==> config.mk <==
export PLATFORM = sky130hd
export DESIGN_NAME = cfg_chain_ctrl
export DESIGN_NICKNAME = d
export VERILOG_FILES = /design/src/rtl/cfg_chain_ctrl.sv
export SDC_FILE = /design/constraint.sdc
export NUM_CORES = 1
export LEC_CHECK = 0
export CORE_AREA = 2 2 195 216
export DETAILED_ROUTE_END_ITERATION = 12
export DIE_AREA = 0 0 197 218
export HOLD_SLACK_MARGIN = 0.1
export PLACE_DENSITY = 0.58
export SLEW_MARGIN = 20
export SYNTH_ARGS = -nofsm -noshare
export SYNTH_HDL_FRONTEND = slang
export SYNTH_SLANG_ARGS = --single-unit
==> constraint.sdc <==
create_clock -name clk -period 4.95 [get_ports clk]
set_input_delay 0.99 -clock clk [delete_from_list [all_inputs] [get_ports clk]]
set_output_delay 0.99 -clock clk [all_outputs]
set_load 0.02 [all_outputs]
==> src/rtl/cfg_chain_ctrl.sv <==
// Serial configuration loader with CRC-8 check, atomic commit, serial readback
// and a registered output channel mux.
module cfg_chain_ctrl #(
    parameter int unsigned WIDTH = 86,
    parameter int unsigned NCH   = 4,
    parameter int unsigned CW    = 8
) (
    input  logic                     clk,
    input  logic                     rst_n,
    input  logic                     sh_en,
    input  logic                     sh_din,
    input  logic                     rb_en,
    output logic                     sh_dout,
    output logic                     rb_busy,
    output logic [WIDTH-1:0]         cfg_out,
    output logic                     cfg_valid,
    output logic                     crc_err,
    output logic                     len_err,
    input  logic [$clog2(NCH)-1:0]   ch_sel,
    input  logic [NCH*CW-1:0]        ch_in,
    output logic [CW-1:0]            ch_out
);

    localparam int unsigned SELW = $clog2(NCH);
    localparam int unsigned CNTW = $clog2(WIDTH + 10);
    localparam int unsigned RBW  = $clog2(WIDTH);

    localparam logic [CNTW-1:0] CNT_PAY   = CNTW'(WIDTH);
    localparam logic [CNTW-1:0] CNT_FRAME = CNTW'(WIDTH + 8);
    localparam logic [CNTW-1:0] CNT_MAX   = CNTW'(WIDTH + 9);
    localparam logic [RBW-1:0]  RB_LAST   = RBW'(WIDTH - 1);

    typedef enum logic [1:0] {
        IDLE     = 2'd0,
        SHIFT    = 2'd1,
        READBACK = 2'd2
    } state_t;

    state_t            state, next_state;
    logic [CNTW-1:0]   cnt;
    logic [WIDTH-1:0]  shadow;
    logic [7:0]        crc;
    logic [7:0]        rx_crc;
    logic [WIDTH-1:0]  rb_reg;
    logic [RBW-1:0]    rb_cnt;
    logic [CW-1:0]     mux_d;

    logic start_frame, shift_bit, commit, rb_start, rb_step, rb_done;

    function automatic logic [7:0] crc_step(input logic [7:0] c, input logic b);
        return {c[6:0], 1'b0} ^ ((c[7] ^ b) ? 8'h07 : 8'h00);
    endfunction

    always_ff @(posedge clk) begin
        if (!rst_n) state <= IDLE;
        else        state <= next_state;
    end

    always_comb begin
        next_state  = state;
        start_frame = 1'b0;
        shift_bit   = 1'b0;
        commit      = 1'b0;
        rb_start    = 1'b0;
        rb_step     = 1'b0;
        rb_done     = 1'b0;
        case (state)
            IDLE: begin
                if (sh_en) begin
                    next_state  = SHIFT;
                    start_frame = 1'b1;
                end else if (rb_en) begin
                    next_state = READBACK;
                    rb_start   = 1'b1;
                end
            end
            SHIFT: begin
                if (sh_en) begin
                    shift_bit = 1'b1;
                end else begin
                    next_state = IDLE;
                    commit     = 1'b1;
                end
            end
            READBACK: begin
                // A frame start pre-empts readback so cfg_out never moves under it.
                if (sh_en) begin
                    next_state  = SHIFT;
                    start_frame = 1'b1;
                end else begin
                    rb_step = 1'b1;
                    if (rb_cnt == RB_LAST) begin
                        rb_done    = 1'b1;
                        next_state = IDLE;
                    end
                end
            end
            default: next_state = IDLE;
        endcase
    end

    always_ff @(posedge clk) begin
        if (!rst_n) begin
            cnt       <= '0;
            shadow    <= '0;
            crc       <= '0;
            rx_crc    <= '0;
            cfg_out   <= '0;
            cfg_valid <= 1'b0;
            crc_err   <= 1'b0;
            len_err   <= 1'b0;
            rb_reg    <= '0;
            rb_cnt    <= '0;
            rb_busy   <= 1'b0;
        end else begin
            if (start_frame) begin
                cnt     <= CNTW'(1);
                shadow  <= {shadow[WIDTH-2:0], sh_din};
                crc     <= crc_step(8'h00, sh_din);
                crc_err <= 1'b0;
                len_err <= 1'b0;
                rb_busy <= 1'b0;
            end
            if (shift_bit) begin
                if (cnt < CNT_PAY) begin
                    shadow <= {shadow[WIDTH-2:0], sh_din};
                    crc    <= crc_step(crc, sh_din);
                end else if (cnt < CNT_FRAME) begin
                    rx_crc <= {rx_crc[6:0], sh_din};
                end
                if (cnt != CNT_MAX) cnt <= cnt + CNTW'(1);
            end
            if (commit) begin
                if (cnt == CNT_FRAME && rx_crc == crc) begin
                    cfg_out   <= shadow;
                    cfg_valid <= 1'b1;
                end else if (cnt != CNT_FRAME) begin
                    len_err <= 1'b1;
                end else begin
                    crc_err <= 1'b1;
                end
            end
            if (rb_start) begin
                rb_reg  <= cfg_out;
                rb_cnt  <= '0;
                rb_busy <= 1'b1;
            end
            if (rb_step) begin
                rb_reg <= {rb_reg[WIDTH-2:0], 1'b0};
                rb_cnt <= rb_cnt + RBW'(1);
                if (rb_done) rb_busy <= 1'b0;
            end
        end
    end

    assign sh_dout = rb_busy & rb_reg[WIDTH-1];

    always_comb begin
        mux_d = '0;
        for (int unsigned k = 0; k < NCH; k++) begin
            if (ch_sel == SELW'(k)) mux_d = ch_in[k*CW +: CW];
        end
    end

    always_ff @(posedge clk) begin
        if (!rst_n) ch_out <= '0;
        else        ch_out <= mux_d;
    end

endmodule

==> results.md, run 1 <==
- Vias per cell: approximately 5
- Max frequency: roughly 340 MHz
- Post-Place Worst Slack: 1.44 ns
- Most frequent cells in the layout: dfxtp_1 (302), nand2_1 (275), a21oi_1 (193)
- Number of synthesized register bits: about 300
- GRT Total Usage: between 10% and 20%
- FF-to-FF setup slack: 2.55 ns
- Root Driver: clkbuf_16
- Wirelength, routed: 28900 um
- Largest family of logic cells by synthesized area: compound AO/OA/AOI/OAI gates
- Total grt overflow: 0
- DRC: 0
- Most common cell after layout, fill and taps aside: dfxtp_1
- Final Net Count: around 1500
- Met3 Use GR: under 10%
- Met1 Resource Use GR: 16.3%
- Core area: a little over 40000 um2
- Crit path time final: about 3 ns
- Final WS setup: 1.97 ns
- Cell Chain, Critical Path: clkdlybuf4s50_1 > and3b_2 > o21a_4 > buf_4 > o21ai_0 > a21oi_1
- Inserted Clock Buffers: 31
- # diodes: 0
- Worst path slowest cell: clkdlybuf4s50_1
- Unique masters post-synth: between 40 and 50
- Post-CTS Setup Repair Bufs: 0
- Via count: ~10000
- Synth Area per Inst: 8.72 um2
- Post-Syn Area: 12100 um2
- Drt initial violations: 603
- Crit path launch type: input port
- Max_slew headroom: ~29%
- Site Rows: approximately 80
- P&R area growth vs syn: 22.4%
- CP required: between 5 and 6 ns
- Initial core utilization: about 30%
- Hpwl dp: 17400 um
- Worst-case vdd ir drop: roughly 0.00023 V
- WS Path Type: input port to flop
- Post-Syn Nets: 1427
- Hold-fix buffer count after cts: 0
- Vias in the first global route: roughly 9500
- Slew Limit Fails: 0
- Fraction of final layout cells sized beyond drive strength 1: just under 6%
- TritonCTS Sinks: between 300 and 400
- Sequential-to-total area share from yosys stat: between 50 and 60%
- Synth Area in Adders: less than 1%
- ANT nets after route: 0
- H-tree depth: 1
- Max-Cap Viols: 0
- GPL Wtd Cong: ~0.74
- Cells after Synth: between 1000 and 1500
- Post-synth EDFFs: 0
- Synth Area in Compound Gates: 18.6%
- XOR/XNOR share of the synthesized area: less than 1%
- Worst Setup End Kind: flop
- Port Buf Inserts: ~140
- Final Skew: roughly 0.0066 ns
- Gr busiest metal: met2
- WL per Instance: around 15 um
- Initial antenna violation count: 0
- Final setup fails: 0
- Worst-path clk slew: about 0.060 ns
- Outcome: complete, no violations
- Setup_tns: 0 ns
- Async S/R FF share, synth: 0%
- Die height: between 200 and 250 um
- Worst slew pin tran: roughly 1.1 ns
- Max stage delay on crit path: 0.75 ns
- Met2 usage: 23.3%
- RSZ-0062 raised after global routing: false
- Die area: about 43000 um2
- Power density over the cells: about 350 nW/um2
- Post-synthesis mux area share: under 10%
- Post-CTS Resized: 0
- Worst skew pair latency: around 0.55 ns
- Io pins: 138
- Synth Area in Simple Gates: ~16%
- Global-route wire length before repair: between 40000 and 50000 um
- Min Hold Slack: ~0.46 ns
- YS warnings: 0
- Final hold vios: 0
- Largest net degree at the start of global routing: roughly 120
- Die X-Extent: 197 um
- Final period util: approximately 60%
- Worst min path class: flop to flop
- Max Buffers Root-to-Sink: 3
- Synth Flop Type: dfxtp_1
- WP data arrival: 3.44 ns
- Drt first pass iters: 5
- CTS tree: built
- Worst-path maximum fanout: 73
- Lkg Pwr: 4.52 nW
==> layer usage <==
layer / vias up / share of wire [%]
li1: 4947 / -
met2: 211 / 48
met4: 0 / 2.0
met5: - / 0
met3: 34 / 5.5
met1: 4803 / 44
==> critical path: cells and delay by family <==
kind | cells | cell delay (ns)
AOI/OAI and AO/OA | 3 | 0.92
buffers and inverters | 2 | 1.11
and+or+nand+nor | 1 | 0.39
==> cell usage after synthesis, types with 3 or more instances <==
library cell  number  share of area [%]
a21oi_1          193                8.0
a22oi_1           85                5.3
nor3b_1            4               0.25
clkbuf_1          79                2.5
nand2_1          275                8.5
mux4_2             8                1.5
mux2i_1           95                7.9
nor3_1             6               0.25
nor2b_1            3               0.16
xnor2_1           11               0.80
and2_1             9               0.47
nand4_1            4               0.21
o21a_1             3               0.19
buf_6              6               0.56
buf_2             27                1.1
nand3_1           99                4.1
a31oi_1            5               0.26
nand2b_1           3               0.16
nor2_1            21               0.65
buf_4              7               0.44
dfxtp_1          302                 50
o21ai_0           91                3.8
o21ai_1            8               0.33
nand3b_1           3               0.19
buf_1             11               0.34
ha_1               3               0.31
==> through the flow <==
step	utilization, %	instances	power, mW	area, um2
2_1_floorplan	-	1385	2.67	12100
3_3_place_gp	33.5	1922	2.76	13700
3_5_place_dp	33.5	1922	2.77	13700
4_1_cts	36.2	1979	5.25	14800
5_1_grt	36.2	1980	5.37	14800
6_report	36.2	1980	5.17	14800
==> cell families after synthesis <==
group | after synthesis
XOR/XNOR | 12
AND/OR/NAND/NOR | 437
adder cells (fa/ha/maj) | 3
flip-flops | 302
buffers and inverters | 133
multiplexers | 103
AO/OA/AOI/OAI | 395
==> report_power, final <==
| part | internal, mW | switching (mW) | leakage [nW] | total [mW] |
|---|---|---|---|---|
| combinational | 0.0779 | 0.182 | 1.55 | 0.260 |
| clock | 1.48 | 0.973 | 0.536 | 2.46 |
| sequential | 2.44 | 0.0101 | 2.44 | 2.45 |
| total | 4.00 | 1.16 | 4.52 | 5.17 |
==> worst paths after layout <==
check | from | end | depth (start not counted)
max | sh_en | shadow[18] | 6
min | rb_reg[36] | rb_reg[36] | 2
max reg2reg | state[0] | shadow[18] | 5
min reg2reg | rb_reg[36] | rb_reg[36] | 2
==> area by class of cell <==
cell class	count	area (um2)
inverters	2	12.5
fillers	4119	26000
flip-flops and latches	302	6050
multi-input cells	950	5480
repair buffers	149	1510
clock buffers	38	852
clock inverters	19	235
well taps	520	651
Power figures use the tool's default switching activity.
==> inputs of run 2 (changes only) <==
--- a/config.mk
+++ b/config.mk
@@ -9,7 +9,7 @@
 export DETAILED_ROUTE_END_ITERATION = 12
 export DIE_AREA = 0 0 197 218
 export HOLD_SLACK_MARGIN = 0.1
-export PLACE_DENSITY = 0.58
+export PLACE_DENSITY = 0.59
 export SLEW_MARGIN = 20
 export SYNTH_ARGS = -nofsm -noshare
 export SYNTH_HDL_FRONTEND = slang
==> constraint.sdc (replaced) <==
create_clock -name clk -period 2.4 [get_ports clk]
set_input_delay 0.48 -clock clk [delete_from_list [all_inputs] [get_ports clk]]
set_output_delay 0.48 -clock clk [all_outputs]
set_load 0.02 [all_outputs]
==> results.md, run 2 (synthesis gave the netlist of run 1 again) <==
- Setup_tns: 0 ns (unchanged)
- Die height: 218 um (unchanged)
- Reg2reg path depth: 5 (unchanged)
- Worst-path clk slew: 0.06 ns (about the same)
- Hpwl dp: 18800 um (+8.3%)
- Wirelength, routed: 29500 um (+2.4%)
- CP top delay family: buffers and inverters
- Fraction of final layout cells sized beyond drive strength 1: 6.70% (+0.74 points)
- Crit path time final: ~2.2 ns
- GRT Total Usage: 13.3% (+0.083 points)
- Final core utilization: 37.0% (+0.75 points)
- Site Rows: 78 (unchanged)
- Max frequency: around 460 MHz
- Drt initial violations: 735 (+22%)
- Sw power: 2.39 mW (+100%)
- Worst slew pin tran: 0.801 ns (-0.268 ns)
- Wire length on met2: 14400 um (+3.7%)
- Levels on crit path: 2 (-4)
- P&R area growth vs syn: 25.0%
- P_int: 8.25 mW (+110%)
- Worst r2r src: cnt[5]
- Met3 WL: 1580 um (-0.63%)
- Comb pwr share: 5.7% (+0.7 points)
- Setup crit start: rb_busy
- Power density over the cells: 705 nW/um2 (+100%)
- Global-route wire length before repair: 48200 um (+0.49%)
- H-tree depth: 1 (unchanged)
- Max_slew headroom: 46.4% (+18 points)
- Final Net Count: 1496 (+1.2%)
- RSZ-0062 raised after global routing: false
- Worst r2r dst: shadow[55]
- Top Metal Used: met4
- Die X-Extent: 197 um (unchanged)
- Worst skew pair latency: 0.55 ns (about the same)
- Drt first pass iters: 6 (+1)
- Switching part of the total power: 22.4% (-0.12 points)
- Root Driver: clkbuf_16
- Design Power: 10.6 mW (+110%)
- WS Path Type: flop to primary output
- DRC: 0 (unchanged)
- Lkg Pwr: 4.67 nW (+3.2%)
- Slew Limit Fails: 0 (unchanged)
- Seq pwr share: 47.5% (about the same)
- Cell Chain, Critical Path: and2_1 > clkdlybuf4s50_1
- Outcome: complete, no violations
- Most common cell after layout, fill and taps aside: dfxtp_1
- Initial antenna violation count: 0 (unchanged)
- FF-to-FF setup slack: 0.44 ns (-2.11 ns)
- WL per Instance: 14.8 um (+1.5%)
- CTS tree: built
- Die area: 42900 um2 (unchanged)
- Core area: 40800 um2 (unchanged)
- Post-CTS Resized: 0 (unchanged)
- Max stage delay on crit path: 0.60 ns (-0.15 ns)
- Most frequent cells in the layout: dfxtp_1 (302), nand2_1 (275), a21oi_1 (193)
- TritonCTS Sinks: 302 (unchanged)
- Worst min path class: input port to flop
- Hold path depth: 3 (+1)
- CP required: 1.92 ns (-3.50 ns)
- GPL Wtd Cong: 0.740 (-0.44%)
- Total grt overflow: 0 (unchanged)
- Setup crit end: sh_dout
- Initial core utilization: 29.6% (unchanged)
- Worst-case vdd ir drop: 0.000524 V (+120%)
- # diodes: 0 (unchanged)
- Clock share of power: 46.8% (-0.7 points)
- Port Buf Inserts: 137 (unchanged)
- Worst-path maximum fanout: 3 (-96%)
- Crit path launch type: flop
- Metal1 wirelength: 13000 um (+2.0%)
- Post-CTS Setup Repair Bufs: 0 (unchanged)
- Max-Cap Viols: 0 (unchanged)
- Buffers and inverters on the worst path: 1 (-1)
- Worst path slowest cell: clkdlybuf4s50_1
- Final hold vios: 0 (unchanged)
- Io pins: 138 (unchanged)
- Max Buffers Root-to-Sink: 3 (unchanged)
- Final period util: 91.1%
- Vias per cell: 5.03 (-0.31%)
- WP data arrival: 1.71 ns (-1.73 ns)
- Worst Setup End Kind: primary output
- Inserted Clock Buffers: 31 (unchanged)
- ANT nets after route: 0 (unchanged)
- Vias in the first global route: 9386 (-0.75%)
- Hold-fix buffer count after cts: 0 (unchanged)
- Via count: 10055 (+0.60%)
- Final setup fails: 0 (unchanged)
- Largest net degree at the start of global routing: 142 (+20%)
- Final Skew: 0.00904 ns (+0.00243 ns)
==> run 2: changes by cell type in the layout (fill, tap and decap cells not counted) <==
cell / delta
buf_4: +2
clkbuf_8: +5
o21a_2: +1
clkinv_2: -6
buf_12: +16
clkbuf_1: +6
clkinvlp_4: -3
o21a_4: -1
inv_6: -1
bufinv_16: -2
clkinv_4: +1
==> run 2: power by group through the flow <==
stage,Sequential (mW),Clock (mW),Combinational (mW)
6_report,5.06,4.98,0.603
5_1_grt,5.06,5.33,0.651
4_1_cts,5.06,5.13,0.607
3_5_place_dp,5.17,0,0.607
3_3_place_gp,5.17,0,0.601
2_1_floorplan,5.18,0,0.340
==> run 2: how the worst min path moves through the flow <==
stage / from / to
2_1_floorplan: rb_reg[85] / rb_reg[85]
3_3_place_gp: rb_reg[33] / rb_reg[33]
3_5_place_dp: rb_reg[85] / rb_reg[85]
5_1_grt: rst_n / cfg_out[11]
6_report: rst_n / cfg_out[12]
4_1_cts: rst_n / cfg_out[12]
==> run 2: layer usage <==
metal	GRT usage, %	vias up
met4	3.68	0
met2	23.3	231
met1	16.6	4814
li1	-	4978
met3	2.64	32
met5	0	-
==> run 2: layout make-up <==
cell class,count,area (um2)
well taps,520,651
flip-flops and latches,302,6050
inverters,2,12.5
repair buffers,167,1850
clock inverters,8,123
multi-input cells,950,5470
fillers,4136,25700
clock buffers,49,943
==> run 2: stage by stage <==
stage	area [um2]	cells	hold WS [ns]	setup slack (ns)
6_report	15100	1998	0.338	0.214
3_5_place_dp	14000	1941	0.443	0.0751
3_3_place_gp	14000	1941	0.442	0.149
4_1_cts	15100	1998	0.313	0.175
5_1_grt	15100	1998	0.335	0.134
2_1_floorplan	12100	1385	0.432	0.610
==> run 2: worst min-delay path: cells and delay by family <==
| kind | cells | cell delay (ns) |
|---|---|---|
| buffers and inverters | 1 | 0.19 |
| AND/OR/NAND/NOR | 1 | 0.11 |
| multiplexers | 1 | 0.05 |
